## src/rtl/sseg_pkg.sv

```systemverilog
// Shared types and segment patterns for the seven-segment scan driver.
// Segment patterns are active-low, bit order g..a (bit 6 = g, bit 0 = a).
package sseg_pkg;

   typedef logic [3:0] bcd_t;
   typedef logic [6:0] seg_t;

   localparam int NUM_DIGITS = 8;

   localparam seg_t SEG_BLANK = 7'h7F;
   localparam seg_t SEG_DASH  = 7'h3F;

   localparam seg_t SEG_0 = 7'b1000000;
   localparam seg_t SEG_1 = 7'b1111001;
   localparam seg_t SEG_2 = 7'b0100100;
   localparam seg_t SEG_3 = 7'b0110000;
   localparam seg_t SEG_4 = 7'b0011001;
   localparam seg_t SEG_5 = 7'b0010010;
   localparam seg_t SEG_6 = 7'b0000010;
   localparam seg_t SEG_7 = 7'b1111000;
   localparam seg_t SEG_8 = 7'b0000000;
   localparam seg_t SEG_9 = 7'b0010000;

   // Active-low one-hot anode vector for a digit slot.
   function automatic logic [NUM_DIGITS-1:0] anode_sel(input logic [2:0] slot);
      anode_sel = ~(8'h01 << slot);
   endfunction

endpackage

```

## src/rtl/sseg_scan_driver_if.sv

```systemverilog
// Digit/display bundle between the stopwatch counter and the scan driver.
// master: the digit source (drives digits and blanking enable).
// slave : the scan driver (drives anodes and segments).
interface sseg_scan_driver_if;
   import sseg_pkg::*;

   logic lzb_en;
   bcd_t d7, d6, d5, d4, d3, d2, d1, d0;
   logic [NUM_DIGITS-1:0] an;
   logic [7:0]            sseg;

   modport master (
      output lzb_en, d7, d6, d5, d4, d3, d2, d1, d0,
      input  an, sseg
   );

   modport slave (
      input  lzb_en, d7, d6, d5, d4, d3, d2, d1, d0,
      output an, sseg
   );

endinterface

```

## src/rtl/sseg_scan_driver_bcd_to_sseg.sv

```systemverilog
// Combinational BCD to seven-segment decoder (active-low, g..a).
// Codes 10-15 are not valid BCD and show a dash so bad data is visible.
module bcd_to_sseg
   import sseg_pkg::*;
(
   input  bcd_t i_bcd,
   output seg_t o_seg
);

   // Pattern lookup; anything outside 0-9 falls through to the dash.
   always_comb begin
      o_seg = SEG_DASH;
      case (i_bcd)
         4'd0:    o_seg = SEG_0;
         4'd1:    o_seg = SEG_1;
         4'd2:    o_seg = SEG_2;
         4'd3:    o_seg = SEG_3;
         4'd4:    o_seg = SEG_4;
         4'd5:    o_seg = SEG_5;
         4'd6:    o_seg = SEG_6;
         4'd7:    o_seg = SEG_7;
         4'd8:    o_seg = SEG_8;
         4'd9:    o_seg = SEG_9;
         default: o_seg = SEG_DASH;
      endcase
   end

endmodule

```

## src/rtl/sseg_scan_driver.sv

```systemverilog
// Eight-digit common-anode scan driver for the HH:MM:SS.cc stopwatch.
// One digit per slot of REFRESH_DIV cycles; the first BLANK_CYCLES of each
// slot are dead time (all anodes off) to stop ghosting between digits.
// Digits are snapshotted once per frame so a frame never mixes old and new
// time values. Outputs are registered: one cycle from (slot, count, snapshot).
module sseg_scan_driver
   import sseg_pkg::*;
#(
   parameter int         REFRESH_DIV  = 2**17,
   parameter int         BLANK_CYCLES = 64,
   parameter logic [7:0] DP_MASK      = 8'b0101_0100,
   parameter int         LZB_MIN      = 2
)(
   input  logic               clk,
   input  logic               rst,
   sseg_scan_driver_if.slave  bus
);

   localparam int CNT_W = (REFRESH_DIV > 1) ? $clog2(REFRESH_DIV) : 1;
   localparam logic [CNT_W-1:0] CNT_MAX   = CNT_W'(REFRESH_DIV - 1);
   localparam logic [CNT_W-1:0] CNT_BLANK = CNT_W'(BLANK_CYCLES);
   localparam logic [2:0]       LZB_IDX   = 3'(LZB_MIN);

   generate
      if (BLANK_CYCLES < 0 || BLANK_CYCLES >= REFRESH_DIV || REFRESH_DIV < 2) begin : g_bad_param
         $error("sseg_scan_driver: need 0 <= BLANK_CYCLES < REFRESH_DIV and REFRESH_DIV >= 2");
      end
   endgenerate

   logic [CNT_W-1:0]            r_count;
   logic [2:0]                  r_slot;
   bcd_t [NUM_DIGITS-1:0]       r_snap;
   logic                        r_cap_pend;
   logic [NUM_DIGITS-1:0]       r_an;
   logic [7:0]                  r_sseg;

   bcd_t [NUM_DIGITS-1:0]       w_in_digits;
   logic                        w_slot_end;
   logic                        w_frame_end;
   logic                        w_active;
   logic [NUM_DIGITS-1:0]       w_zero;
   logic [NUM_DIGITS-1:0]       w_zero_up;
   logic                        w_blank;
   bcd_t                        w_digit;
   seg_t                        w_seg;

   assign w_in_digits = {bus.d7, bus.d6, bus.d5, bus.d4,
                         bus.d3, bus.d2, bus.d1, bus.d0};

   assign w_slot_end  = (r_count == CNT_MAX);
   assign w_frame_end = w_slot_end && (r_slot == 3'd7);
   assign w_active    = (r_count >= CNT_BLANK);

   // Free-running slot timer: count within the slot, slot wraps 7 -> 0.
   always_ff @(posedge clk) begin
      if (rst) begin
         r_count <= '0;
         r_slot  <= '0;
      end else if (w_slot_end) begin
         r_count <= '0;
         r_slot  <= r_slot + 3'd1;
      end else begin
         r_count <= r_count + 1'b1;
      end
   end

   // Frame snapshot: taken on the last cycle of slot 7 and once right after
   // reset releases, so the first frame does not show the reset zeros.
   always_ff @(posedge clk) begin
      if (rst) begin
         r_snap     <= '0;
         r_cap_pend <= 1'b1;
      end else begin
         r_cap_pend <= 1'b0;
         if (r_cap_pend || w_frame_end)
            r_snap <= w_in_digits;
      end
   end

   // Leading-zero detect: w_zero_up[i] is set when digits i..7 are all zero.
   always_comb begin
      w_zero    = '0;
      w_zero_up = '0;
      for (int i = 0; i < NUM_DIGITS; i++)
         w_zero[i] = (r_snap[i] == 4'd0);
      w_zero_up[NUM_DIGITS-1] = w_zero[NUM_DIGITS-1];
      for (int i = NUM_DIGITS-2; i >= 0; i--)
         w_zero_up[i] = w_zero[i] & w_zero_up[i+1];
   end

   // Digits above LZB_MIN blank out (anode and DP) while they lead with zeros.
   assign w_blank = bus.lzb_en && (r_slot > LZB_IDX) && w_zero_up[r_slot];

   assign w_digit = r_snap[r_slot];

   bcd_to_sseg u_dec (
      .i_bcd (w_digit),
      .o_seg (w_seg)
   );

   // Output register: dead time and blanked digits drive everything off.
   always_ff @(posedge clk) begin
      if (rst) begin
         r_an   <= 8'hFF;
         r_sseg <= 8'hFF;
      end else if (!w_active || w_blank) begin
         r_an   <= 8'hFF;
         r_sseg <= 8'hFF;
      end else begin
         r_an   <= anode_sel(r_slot);
         r_sseg <= {~DP_MASK[r_slot], w_seg};
      end
   end

   assign bus.an   = r_an;
   assign bus.sseg = r_sseg;

endmodule

```

## src/flat_wrapper.sv

```systemverilog
// flat-port wrapper written by rule: the top's interface ports become plain ports
module sseg_scan_driver_flat import sseg_pkg::*;
#(
   parameter int         REFRESH_DIV  = 2**17,
   parameter int         BLANK_CYCLES = 64,
   parameter logic [7:0] DP_MASK      = 8'b0101_0100,
   parameter int         LZB_MIN      = 2
)
  (clk, rst, bus_lzb_en, bus_d7, bus_d6, bus_d5, bus_d4, bus_d3, bus_d2, bus_d1, bus_d0, bus_an, bus_sseg);
  sseg_scan_driver_if bus_i ();
  input  logic clk;
  input  logic rst;
  input wire logic [$bits(bus_i.lzb_en)-1:0] bus_lzb_en;
  input wire logic [$bits(bus_i.d7)-1:0] bus_d7;
  input wire logic [$bits(bus_i.d6)-1:0] bus_d6;
  input wire logic [$bits(bus_i.d5)-1:0] bus_d5;
  input wire logic [$bits(bus_i.d4)-1:0] bus_d4;
  input wire logic [$bits(bus_i.d3)-1:0] bus_d3;
  input wire logic [$bits(bus_i.d2)-1:0] bus_d2;
  input wire logic [$bits(bus_i.d1)-1:0] bus_d1;
  input wire logic [$bits(bus_i.d0)-1:0] bus_d0;
  output wire logic [$bits(bus_i.an)-1:0] bus_an;
  output wire logic [$bits(bus_i.sseg)-1:0] bus_sseg;
  assign bus_i.lzb_en = bus_lzb_en;
  assign bus_i.d7 = bus_d7;
  assign bus_i.d6 = bus_d6;
  assign bus_i.d5 = bus_d5;
  assign bus_i.d4 = bus_d4;
  assign bus_i.d3 = bus_d3;
  assign bus_i.d2 = bus_d2;
  assign bus_i.d1 = bus_d1;
  assign bus_i.d0 = bus_d0;
  assign bus_an = bus_i.an;
  assign bus_sseg = bus_i.sseg;
  sseg_scan_driver #(.REFRESH_DIV(REFRESH_DIV), .BLANK_CYCLES(BLANK_CYCLES), .DP_MASK(DP_MASK), .LZB_MIN(LZB_MIN)) u_core (.clk(clk), .rst(rst), .bus(bus_i));
endmodule
```

## config.mk

```make
export PLATFORM = sky130hd
export DESIGN_NAME = sseg_scan_driver_flat
export DESIGN_NICKNAME = d
export VERILOG_FILES = /design/src/rtl/sseg_pkg.sv /design/src/rtl/sseg_scan_driver_if.sv /design/src/rtl/sseg_scan_driver_bcd_to_sseg.sv /design/src/rtl/sseg_scan_driver.sv /design/src/flat_wrapper.sv
export SDC_FILE = /design/constraint.sdc
export NUM_CORES = 1
export LEC_CHECK = 0
export ABC_AREA = 1
export CORE_MARGIN = 5
export CORE_UTILIZATION = 30
export CTS_CLUSTER_DIAMETER = 200
export DETAILED_ROUTE_END_ITERATION = 10
export PLACE_DENSITY_LB_ADDON = 0.25
export SETUP_SLACK_MARGIN = 0.1
export SYNTH_ARGS = -nofsm -noshare
export SYNTH_HDL_FRONTEND = slang
export SYNTH_HIERARCHICAL = 1
export SYNTH_SLANG_ARGS = --single-unit
```

## constraint.sdc

```tcl
create_clock -name clk -period 1.9 [get_ports clk]
set_clock_uncertainty 0.1 [all_clocks]
set_input_delay 0.19 -clock clk [delete_from_list [all_inputs] [get_ports clk]]
set_output_delay 0.19 -clock clk [all_outputs]
set_load 0.005 [all_outputs]
```

==> results.json, run 1 <==
{
  "initial_antenna_violation_count": 0,
  "drt_iter0_drc": 186,
  "yosys_register_bits": 70,
  "cts_buffers": 9,
  "postRouteWirelength_um": 8950,
  "cts-htree-levels": 3,
  "detail_route.wl_per_cell_um": 12.7,
  "die_area_um2": 13200,
  "nets": 612,
  "critical_path_peak_fanout": 11,
  "status": "finished, violations left",
  "fp.dieH_um": 115,
  "fp.coreArea_um2": 10800,
  "timing.critical_path.slowest_cell_delay_ps": 350,
  "finalSetupTns_ps": -2700,
  "layout_setup_ws_ps": -147,
  "async_reset_ff_share_pct": 0,
  "grt_use_total_pct": 14.2,
  "grt_setup_unrepaired": "true",
  "postPlaceCellArea_um2": 4340,
  "achievable-frequency_mhz": 489,
  "initial_core_util_pct": 30.6,
  "timing.reg2reg.setup_slack_ps": -150,
  "global_route_hottest_layer": "met2",
  "port-buffer-count": 50,
  "synth_enable_flop_cells": 0,
  "rr_worst_depth": 15,
  "crit_slowest_cell": "dfxtp_2",
  "dr_total_vias": 3232,
  "synthCells": 455,
  "worst_flop_to_flop_path_startpoint": "u_core/r_count[0]$_SDFF_PP0_",
  "post_synth_most_frequent_cells": "nor2_1, dfxtp_1, o21ai_0, nand2_1, inv_1",
  "dp_hpwl_um": 6200,
  "cts.root.buffer_cell": "clkbuf_8",
  "grt_max_degree": 19,
  "yosysTopAreaCellShare_pct": 42.4,
  "vdd.ir_drop.worst_v": 0.000328,
  "worstPathCellList": "ha_4 -> nand2_2 -> inv_2 -> nand3_4 -> nor3_4 -> nand2_1 -> nor2_1 -> ha_2 -> nand2_1 -> inv_2 -> nor2_4 -> buf_12 -> clkbuf_16 -> o21ai_2 -> nor2_1",
  "worst_ep_required_time_ps": 2040,
  "worst_skew_pair.late_latency_ps": 350,
  "type_of_destination_of_the_critical_path": "flop",
  "grt_first_pass_wirelength_um": 14900,
  "cellPowerDensity_nw_per_um2": 686,
  "finalMaxSlewViolations": 0,
  "use_met1_pct": 17.9,
  "period_share_pct": 108,
  "finalHoldViolations": 0,
  "worst_r2r_endpoint": "u_core/r_snap[6]$_SDFFE_PP0P_",
  "drt_first_pass_iters": 4,
  "hold_path.class": "reg2reg",
  "global_route.usage.met2_pct": 23.5,
  "synth_cell_type_count": 29,
  "post-synth-top-count-cell": "nor2_1",
  "postSynth.topFlopCell": "dfxtp_1",
  "synth_top_cell_by_area": "dfxtp_1",
  "post_route_ant_nets": 0,
  "stdcell_area_um2": 5130,
  "num_rows": 38,
  "floorplan_die_width_um": 115,
  "routed_via_density": 4.57,
  "setup.worst_path.start_class": "flop",
  "timing.setup.critical_path_class": "reg2reg",
  "first_global_vias": 3268,
  "worstMarginPinSlew_ps": 421,
  "grt_overflow": 0,
  "diodes": 0,
  "yosysWarningCount": 6,
  "failed_checks": "setup timing",
  "slew-limit-headroom_pct": 71.9,
  "post_synth_instance_area_um2": 3300,
  "synthesis.area_per_instance_um2": 7.26,
  "area_growth_syn_to_layout_pct": 55.3,
  "critical_path.endpoint": "u_core/r_snap[6]$_SDFFE_PP0P_",
  "period_minus_slack_ps": 2050,
  "gp_congestion": 0.846,
  "cts_max_path_buffers": 2,
  "drv_cap": 0,
  "synth_seq_area_share_pct": 42.4,
  "grt.met3_usage_pct": 2.89,
  "post_route_cells_drive_above_1_share_pct": 32.8,
  "drc": 0,
  "critical_path.startpoint": "u_core/r_count[0]$_SDFF_PP0_",
  "synth_nets": 504,
  "clkTransAtPathRegs_ps": 70,
  "synth.area.top_cells": "dfxtp_1, nor2_1, o21ai_0, nand2_1, inv_1",
  "cts_tree": "done",
  "cellLeakagePower_nw": 2.11,
  "report.final.setup_viol": 33,
  "clock_sink_count": 70,
  "num_io_pins": 51,
  "cp.arrival_ps": 2190
}
where the power goes:
group	leakage (nW)	switching (W)	internal, W
combinational	1.41	0.000233	0.000221
sequential	0.576	0.0000380	0.00152
clock	0.129	0.000538	0.000973
total	2.11	0.000809	0.00271
cell families after synthesis:
group | after synthesis | share of synthesized area, %
simple gates | 206 | 28.3
flops | 70 | 42.4
fa+ha+maj | 14 | 5.30
compound gates | 95 | 15.2
buf+inv | 69 | 8.48
xor+xnor | 1 | 0.265
per-layer routing:
metal | vias up | part of all wire [%]
met5 | - | 0
met4 | 0 | 2.2
met3 | 12 | 4.3
met2 | 66 | 47
met1 | 1463 | 46
li1 | 1691 | -
sequential cells by signal, indices dropped and copies added, names as in the netlist, named ones only:
register and flops:
u_core/bus.sseg 8, u_core/bus.an 8, u_core/r_count 17, u_core/r_cap_pend 1, u_core/r_snap 32, u_core/r_slot 3
repair_timing:
item	in CTS	in global routing
setup endpoints to repair	61	68
buffers inserted	6	5
pin swaps	17	27
hold buffers	0	0
gates cloned	6	1
gates resized for setup	64	52
placed cells by master, fill, tap and decap left out, drive strengths merged:
master         count
nor2              99
dfxtp             70
o21ai             65
nand2             59
buf               57
inv               55
clkdlybuf4s50     50
nand3             34
a21oi             27
ha                14
clkbuf            13
nor3               8
nand4              6
bufinv             3
clkinv             2
a211oi             1
o21ba              1
or2                1
a31oi              1
xor2               1
metrics by stage:
| step | instances | total power, W | hold WS, ps | util (%) | worst slack, ps |
|---|---|---|---|---|---|
| 6_report | 707 | 0.00352 | 309 | 47.5 | -147 |
| 3_3_place_gp | 674 | 0.00193 | 318 | 40.2 | -169 |
| 5_1_grt | 707 | 0.00369 | 338 | 47.5 | -262 |
| 4_1_cts | 701 | 0.00353 | 325 | 45.6 | -140 |
| 3_5_place_dp | 674 | 0.00194 | 316 | 40.2 | -190 |
| 2_1_floorplan | 455 | 0.00179 | 118 | - | -34.6 |
worst max-delay path, delay by kind of cell, from the launching register on:
kind	cells	cell delay, ps
AOI/OAI and AO/OA	1	110
and+or+nand+nor	8	610
DFF	1	350
adders and majority gates	2	340
buffers and inverters	4	430
worst min-delay path by stage:
stage,from,end,slack [ps],cells after the start
after global routing,flop,u_core/bus.sseg[7]$_SDFF_PP1_,340,1
after floorplan,rst,u_core/r_cap_pend$_DFF_P_,120,0
after detailed placement,flop,u_core/bus.sseg[7]$_SDFF_PP1_,320,1
after CTS,bus_d5[2],u_core/r_snap[22]$_SDFFE_PP0P_,330,3
final,flop,u_core/bus.sseg[7]$_SDFF_PP1_,310,1
after global placement,flop,u_core/bus.sseg[7]$_SDFF_PP1_,320,1
final cells by class:
class / count / area [um2]
clock inverters: 3 / 90.1
repair buffers: 108 / 1070
fillers: 1059 / 5660
inverters: 53 / 231
well taps: 140 / 175
clock buffers: 12 / 165
multi-input cells: 317 / 1960
repair inverters: 4 / 25.0
flip-flops and latches: 70 / 1410
No activity file was read; power rests on OpenSTA's default activity.
==> run 2, diff against run 1 <==
- CORE_UTILIZATION: 30 -> 48
- CTS_CLUSTER_DIAMETER: 200 -> unset
- GPL_TIMING_DRIVEN: unset -> 0
==> run 2 against run 1 <==
Clock power decreased by 14%. Register-to-register slack got worse by 99 ps. Final area shrank 0.46%. Via count increased by 5.4%. Clock-buffer cell count increased by 2. Total power shrank 4.3%. Non-clock buffer count decreased by 13. Sequential power hardly changed. Die area down 35%. The run still ends with setup timing left. Global-route usage up 6.2 points. Largest power group unchanged. Fmax decreased by 4.6%.
==> results.json, run 2 (synthesis gave the netlist of run 1 again) <==
{
  "hold_path.class": "reg2reg",
  "routed_via_density": 5.37,
  "area_growth_syn_to_layout_pct": 54.6,
  "timing.setup.critical_path_class": "reg2reg",
  "die_area_um2": 8640,
  "grt_setup_unrepaired": "true",
  "cts_tree": "done",
  "cts-htree-levels": 3,
  "port-buffer-count": 50,
  "initial_antenna_violation_count": 0,
  "power.sequential.fraction_pct": 46.7,
  "period_share_pct": 113,
  "diodes": 0,
  "drc": 0,
  "dr_total_vias": 3407,
  "crit_slowest_cell": "dfxtp_4",
  "period_minus_slack_ps": 2150,
  "regMostFlops": "u_core/r_snap",
  "drt_first_pass_iters": 4,
  "num_io_pins": 51,
  "power.switching_w": 0.000867,
  "worst_skew_pair.late_latency_ps": 350,
  "critical_path_peak_fanout": 7,
  "nets": 598,
  "fp.coreArea_um2": 6760,
  "drv_cap": 0,
  "cellLeakagePower_nw": 2.06,
  "cts_max_path_buffers": 2,
  "achievable-frequency_mhz": 466,
  "cts.root.buffer_cell": "clkbuf_8",
  "clock_group_share_of_total_power_pct": 38.7,
  "timing.critical_path.slowest_cell_delay_ps": 350,
  "gp_congestion": 0.884,
  "num_rows": 30,
  "layout.cells.most_common_list": "nor2_1, dfxtp_1, clkdlybuf4s50_1",
  "slew-limit-headroom_pct": 56.1,
  "final_core_utilization_pct": 75.6,
  "clkTransAtPathRegs_ps": 70,
  "grt_use_total_pct": 20.4,
  "status": "finished, violations left",
  "grt_first_pass_wirelength_um": 14000,
  "combPwrFrac_pct": 14.6,
  "finalMaxSlewViolations": 0,
  "layout_setup_ws_ps": -246,
  "first_global_vias": 3035,
  "registers_with_the_highest_flip_flop_counts": "u_core/r_snap: 32 flops, u_core/r_count: 17 flops",
  "post_route_cells_drive_above_1_share_pct": 36.5,
  "worstPathCellList": "ha_4 -> nand2_2 -> inv_2 -> nand3_4 -> nor3_4 -> nand2_1 -> nor2_1 -> ha_2 -> nand2_2 -> inv_2 -> nor2_4 -> inv_4 -> buf_6 -> nor2_2 -> nor2_1",
  "detail_route.wl_per_cell_um": 15.5,
  "post_route_ant_nets": 0,
  "finalHoldViolations": 0,
  "cell_internal_pwr_w": 0.00250,
  "type_of_destination_of_the_critical_path": "flop",
  "fp.dieH_um": 93.0,
  "cp.arrival_ps": 2290,
  "initial_core_util_pct": 48.9,
  "drt_iter0_drc": 199,
  "cts_hold_buf": 0,
  "report.final.setup_viol": 40,
  "dp_hpwl_um": 5720,
  "clock_sink_count": 70,
  "worst_ep_required_time_ps": 2040,
  "cellPowerDensity_nw_per_um2": 660,
  "grt_overflow": 0,
  "mostFrequentLayoutCell": "nor2_1",
  "worstMarginPinSlew_ps": 658,
  "failed_checks": "setup timing",
  "placement.setup.worst_slack_ps": -280,
  "setup.worst_path.start_class": "flop",
  "grt_max_degree": 12,
  "sw_frac_of_total_pct": 25.7,
  "largest_register_ff_count": 32,
  "postRouteWirelength_um": 9840,
  "cts_buffers": 9,
  "floorplan_die_width_um": 93.0,
  "vdd.ir_drop.worst_v": 0.000434
}
## run 2: cell count changes in the layout (fill, tap and decap cells not counted), moves of 5 or more
cell     previous run  this run
buf_8               0         5
nor2_2              6        21
nor2_1             91        69
nor2_4              2         9
a21oi_1            11        20
o21ai_1            39        21
a21oi_2            15         6
buf_4              44        20
o21ai_2            13        32
## run 2: final cells by class
type	count	area [um2]
Multi-Input combinational cell	317	2140
Fill cell	463	1650
Sequential cell	70	1410
Timing Repair Buffer	79	801
Inverter	53	234
Clock buffer	14	183
Buffer	16	178
Tap cell	80	100
Clock inverter	2	37.5
Timing Repair inverter	3	20.0
## run 2: critical path, delay by kind of cell, from the launching register on
family / cells / cell delay, ps
fa+ha+maj: 2 / 360
buf+inv: 4 / 370
flops: 1 / 350
simple gates: 9 / 840
## run 2: power groups by stage
| stage | Clock, W | Sequential [W] | Combinational (W) |
|---|---|---|---|
| 2_1_floorplan | 0 | 0.00158 | 0.000204 |
| 3_3_place_gp | 0 | 0.00159 | 0.000315 |
| 3_5_place_dp | 0 | 0.00159 | 0.000322 |
| 4_1_cts | 0.00131 | 0.00156 | 0.000392 |
| 5_1_grt | 0.00140 | 0.00158 | 0.000533 |
| 6_report | 0.00130 | 0.00157 | 0.000493 |
## run 2: metrics by stage
step	hold WS (ps)	total power, W	setup TNS (ps)	instance area [um2]	instances
2_1_floorplan	118	0.00179	-1020	3420	455
3_3_place_gp	275	0.00191	-8450	4020	585
3_5_place_dp	278	0.00192	-9280	4020	585
4_1_cts	295	0.00326	-3460	4650	621
5_1_grt	333	0.00351	-13500	5110	634
6_report	303	0.00337	-7020	5110	634
## run 2: worst paths after layout
check                               start                              to  slack [ps]  depth (start not counted)
max reg2reg  u_core/r_count[0]$_SDFF_PP0_  u_core/r_snap[19]$_SDFFE_PP0P_        -250                         15
min                                  flop   u_core/bus.sseg[7]$_SDFF_PP1_         300                          1
min reg2reg                          flop   u_core/bus.sseg[7]$_SDFF_PP1_         300                          1
max          u_core/r_count[0]$_SDFF_PP0_  u_core/r_snap[19]$_SDFFE_PP0P_        -250                         15
## run 2: routing by layer
layer | global-route usage, % | up-vias | part of all wire [%]
met5 | 0 | - | 0
met4 | 7.45 | 0 | 1.9
met3 | 4.71 | 22 | 4.8
met2 | 34.6 | 122 | 52
met1 | 25.1 | 1603 | 42
li1 | - | 1660 | -
## run 2: what timing repair did
action                     4_1_cts  5_1_grt
resized for setup               74      106
buffers inserted                13        9
gates cloned                     7        4
pin swaps                       13       42
setup endpoints to repair       66       66
